$ cat config.mk
export PLATFORM = sky130hd
export DESIGN_NAME = fetch_issue
export DESIGN_NICKNAME = d
export VERILOG_FILES = /design/src/rtl/fetch_issue.sv
export SDC_FILE = /design/constraint.sdc
export NUM_CORES = 1
export LEC_CHECK = 0
export ABC_AREA = 1
export BUFFER_PORTS_ARGS = -buffer_cell sky130_fd_sc_hd__buf_4
export CAP_MARGIN = 10
export CORE_ASPECT_RATIO = 0.6
export CORE_MARGIN = 2
export CORE_UTILIZATION = 40
export DETAILED_ROUTE_END_ITERATION = 7
export HOLD_SLACK_MARGIN = 0.03
export PLACE_DENSITY = 0.81
export SYNTH_ARGS = -nofsm -noshare
export SYNTH_HDL_FRONTEND = slang
export SYNTH_SLANG_ARGS = --single-unit
$ cat constraint.sdc
create_clock -name clock -period 2.5 [get_ports clock]
set_input_delay 0.25 -clock clock [delete_from_list [all_inputs] [get_ports clock]]
set_output_delay 0.25 -clock clock [all_outputs]
set_load 0.02 [all_outputs]
$ cat src/rtl/fetch_issue.sv
// Non-pipelined instruction fetch/issue stage: owns the PC, fetches one word,
// decodes it for the ALU, issues it once and resolves the next PC from the branch outputs.
module fetch_issue #(
   parameter logic [31:0] RESET_ADDR = 32'h0000_0000
) (
   input  logic        clock,
   input  logic        reset,
   output logic        mem_req,
   output logic [31:0] mem_addr,
   input  logic        mem_ready,
   input  logic [31:0] mem_rdata,
   input  logic        stall,
   input  logic        addrch,
   input  logic [31:0] naddr,
   output logic        issue,
   output logic [5:0]  instr,
   output logic [4:0]  rd,
   output logic [4:0]  ra,
   output logic [4:0]  rb,
   output logic [15:0] value,
   output logic        highlow,
   output logic [31:0] pc,
   output logic        illegal,
   output logic        halted
);

   typedef enum logic [2:0] {
      ST_IDLE    = 3'd0,
      ST_FETCH   = 3'd1,
      ST_ISSUE   = 3'd2,
      ST_RESOLVE = 3'd3,
      ST_HALT    = 3'd4
   } state_t;

   state_t      state_r;
   state_t      state_s;
   logic [31:0] pc_r;
   logic [31:0] pc_s;
   logic [31:0] ir_r;
   logic [31:0] ir_s;
   logic        halted_r;
   logic        halted_s;
   logic        mem_req_s;
   logic        issue_s;
   logic        illegal_s;
   logic [5:0]  op_s;
   logic        op_legal_s;
   logic        op_halt_s;

   assign op_s       = ir_r[31:26];
   assign op_legal_s = (op_s < 6'd16);
   assign op_halt_s  = (op_s == 6'd63);

   // State, PC, instruction register and sticky halt flag
   always_ff @(posedge clock) begin
      if (reset) begin
         state_r  <= ST_IDLE;
         pc_r     <= RESET_ADDR;
         ir_r     <= 32'd0;
         halted_r <= 1'b0;
      end else begin
         state_r  <= state_s;
         pc_r     <= pc_s;
         ir_r     <= ir_s;
         halted_r <= halted_s;
      end
   end

   // Next-state, next-PC and strobe decode
   always_comb begin
      state_s   = state_r;
      pc_s      = pc_r;
      ir_s      = ir_r;
      halted_s  = halted_r;
      mem_req_s = 1'b0;
      issue_s   = 1'b0;
      illegal_s = 1'b0;
      case (state_r)
         ST_IDLE: begin
            state_s = ST_FETCH;
         end
         ST_FETCH: begin
            mem_req_s = 1'b1;
            if (mem_ready) begin
               ir_s    = mem_rdata;
               state_s = ST_ISSUE;
            end else begin
               state_s = ST_FETCH;
            end
         end
         ST_ISSUE: begin
            if (op_legal_s) begin
               if (!stall) begin
                  issue_s = 1'b1;
                  state_s = ST_RESOLVE;
               end else begin
                  state_s = ST_ISSUE;
               end
            end else if (op_halt_s) begin
               halted_s = 1'b1;
               state_s  = ST_HALT;
            end else begin
               illegal_s = 1'b1;
               state_s   = ST_RESOLVE;
            end
         end
         ST_RESOLVE: begin
            // An illegal opcode never reached the ALU, so its branch output is not trusted
            if (addrch && op_legal_s) begin
               pc_s = naddr & 32'hFFFF_FFFC;
            end else begin
               pc_s = pc_r + 32'd4;
            end
            state_s = ST_FETCH;
         end
         ST_HALT: begin
            state_s = ST_HALT;
         end
         default: begin
            state_s = ST_IDLE;
         end
      endcase
   end

   assign mem_req  = mem_req_s;
   assign mem_addr = pc_r;
   assign pc       = pc_r;
   assign issue    = issue_s;
   assign illegal  = illegal_s;
   assign halted   = halted_r;
   assign instr    = ir_r[31:26];
   assign rd       = ir_r[25:21];
   assign ra       = ir_r[20:16];
   assign rb       = ir_r[15:11];
   assign value    = ir_r[15:0];
   assign highlow  = (op_s == 6'd6);

endmodule

==> metrics.md <==
| Metric | Value |
|---|---|
| Util after Layout | `0.5658` |
| Design Area, Final | `5275 µm²` |
| Area of the die | `between 10,000 and 15,000 µm²` |
| Run status | `completed` |
| Largest area contributor in the netlist | `dfxtp_1` |
| Critical Path Slowest Stage Cell | `nor4_1` |
| Final Hold Viols | `0` |
| RR Startpoint | `mem_addr[2]` |
| Most common cell in the netlist | `nand2_1` |
| Worst Path Required | `2.25 ns` |
| Final WL | `12.33 mm` |
| Path depth of the worst reg2reg path | `10` |
| Lkg Pwr | `2.388 nW` |
| Antenna Nets Post-Route | `0` |
| Mux share of post-synthesis cell area | `0` |
| Worst slew margin | `0.3934` |
| Ys Warns | `0` |
| Clock Root Buffer | `clkbuf_16` |
| TNS Setup | `0 ns` |
| Share of layout cells above drive strength 1 | `0.3023` |
| Chip height | `a little over 80 µm` |
| Hold-fix buffers at CTS | `0` |
| Tmin final | `1.870 ns` |
| Largest cells by area after synthesis | `dfxtp_1 (34%), nand2_1 (15%), nor2_1 (9.6%)` |
| Slew of the pin with the lowest slew margin | `0.9089 ns` |
| Global Route Usage Sum | `0.2304` |
| Fmax | `~530 MHz` |
| Part of the Yosys area used for sequential elements | `0.3395` |
| Final setup viols | `0` |
| Final Cycle Share | `0.7482` |
| Largest family of logic cells by synthesized area | `simple AND/OR/NAND/NOR gates` |
| Synth Cell Area | `3891 µm²` |
| Largest net degree at the start of global routing | `37` |
| Num CTS Buffers | `9` |
| First-pass GRT wire length | `19.36 mm` |
| Row cnt | `27` |
| Post-synth EDFFs | `0` |
| Vias in the first global route | `3,996` |
| Initial Util | `0.4173` |
| I/O pins | `175` |
| Hold_sp | `mem_rdata[30]` |
| Worst skew pair latency | `between 0.3 and 0.4 ns` |
| Synth Area in XOR/XNOR | `0.004502` |
| Initial antenna violation count | `0` |
| Cts repair resizes | `0` |
| H-tree Lvls | `3` |
| Count of TritonRoute iterations in the first routing pass | `5` |
| Yosys reg bits | `66` |
| Clock Skew | `0.009061 ns` |
| Total congestion overflow | `0` |
| Critical-path maximum fanout | `3` |
| Register area | `~1300 µm²` |
| Yosys top cell area share | `0.3395` |
| CTS tree | `built` |
| Synth cell count leaders | `nand2_1 (155), nor2_1 (100), dfxtp_1 (66)` |
| Core area | `a little over 9000 µm²` |
| Worst VDD drop | `just over 0.3 mV` |
| Nature of the critical path endpoint | `output port` |
| Worst Setup SP | `ir_r[26]` |
| Mapped Cells | `611` |
| Die Wd | `131.3 µm` |
| Final slew viol count | `0` |
| N_diodes | `0` |
| DR iter-0 viols | `369` |
| DR WL/cell | `~14 µm` |
| Post-CTS setup buffer count | `0` |
| Hold WC Path Type | `in -> reg` |
| # DRC | `0` |
| Crit path DAT | `1.62 ns` |
| Mapped Avg Cell Area | `6.369 µm²` |
| Instance count on the critical path | `5` |
| Complex-gate fraction of the synthesized area | `0.1437` |
| Worst hold stages | `3` |
| Area of the multi-input gates | `1993 µm²` |
| Post-DP HPWL | `a little over 9 mm` |
| Post-synth top flop | `dfxtp_1` |
| Clock Pin Slew Worst Setup and Hold Paths | `0.05 ns` |
| Area delta synth->final | `35.56%` |
| Slowest stage delay, CP | `0.47 ns` |
| Post-DP Area | `4971 µm²` |
| Delay-heaviest family, CP | `simple AND/OR/NAND/NOR gates` |
| NumNets Final | `between 800 and 900` |
| Synth unique cells | `34` |
| Post-Synth Simple-Gate Area | `0.3569` |
| Unrepaired setup endpoints after global routing | `no` |
| Max_cap viols | `0` |
| Placer Congestion | `0.9634` |
| Clock Sinks | `66` |
| Clock Path Buffers | `2` |
| DR vias/cell | `4.921` |
| IO Port Bufs | `168` |
| CP Launch Type | `flop` |
| Vias | `4,286` |
| Synth Area in Adders | `0.003215` |
| Ys async rst share | `0` |
| Fill count | `between 900 and 1,000` |
| PD cells | `~560 nW/µm²` |
| CP Class | `reg -> out` |
| Buf+Inv Stages, Crit Path | `2` |
| Critical-path cell list | `inv_1 > nor4_1 > or2_2 > nor2_1 > buf_4` |
[worst paths after layout]
check                                     to  slack, ns
worst min-delay path                ir_r[30]       0.17
worst max register to register  mem_addr[28]       0.66
worst max-delay path                 illegal       0.63
worst min register to register        halted       0.45
[flip-flops by register name, summed over array words and instances, names as in the netlist]
| register | cells |
|---|---|
| mem_addr | 30 |
| state_r | 3 |
| halted | 1 |
| ir_r | 32 |
[power by group]
part,switching [mW],total [mW],internal [mW]
Sequential,0.0485,1.16,1.11
Combinational,0.295,0.518,0.223
Clock,0.481,1.28,0.800
[tightest hold or removal path: cells and delay by family]
family / cells / cell delay (ns)
compound gates: 1 / 0.07
buf+inv: 1 / 0.07
simple gates: 1 / 0.07
[placed cells by master (no fill, tap or decap), types with 2 or more instances in the layout]
cell,count
a21oi_1,35
a21oi_2,2
buf_4,173
clkbuf_16,9
clkinv_2,2
conb_1,4
dfxtp_1,66
inv_1,49
inv_2,3
nand2_1,155
nand2_2,6
nand2_4,2
nand3_1,29
nor2_1,100
nor2_2,11
nor2_4,5
nor3_1,2
nor4_1,2
o211ai_1,2
o21ai_0,57
o21ai_1,4
o21bai_1,2
o31ai_1,2
or2_2,3
xor2_1,2
[cell families after synthesis]
family,after synthesis
simple gates,321
buf+inv,114
compound gates,106
flops,66
xor+xnor,2
fa+ha+maj,1
other cells,1
[area by class of cell]
| cell class | count | share of cell area |
|---|---|---|
| Clock buffer | 10 | 0.04530 |
| Sequential cell | 66 | 0.2505 |
| Clock inverter | 6 | 0.01233 |
| Inverter | 52 | 0.03700 |
| Timing Repair Buffer | 173 | 0.2462 |
| Tap cell | 130 | 0.03083 |
| Multi-Input combinational cell | 434 | 0.3778 |
[metrics by stage]
stage / hold WS, ns / power [mW] / instances / setup WS (ns)
after detailed placement: 0.4489 / 1.693 / 855 / 0.7132
after global routing: 0.1758 / 3.077 / 871 / 0.4863
after CTS: 0.1609 / 2.983 / 871 / 0.6232
final: 0.1726 / 2.954 / 871 / 0.6296
after floorplan: 0.3285 / 1.480 / 614 / 0.8766
after global placement: 0.4466 / 1.679 / 855 / 0.7959
[layer usage]
layer | GRT usage | vias to the layer above | wire [µm]
met4 | 0.07391 | 0 | 189
met5 | 0 | - | 0
met1 | 0.2984 | 1930 | 5628
li1 | - | 2141 | -
met2 | 0.3695 | 198 | 5350
met3 | 0.07071 | 17 | 1162
No activity file was read; power rests on OpenSTA's default activity.
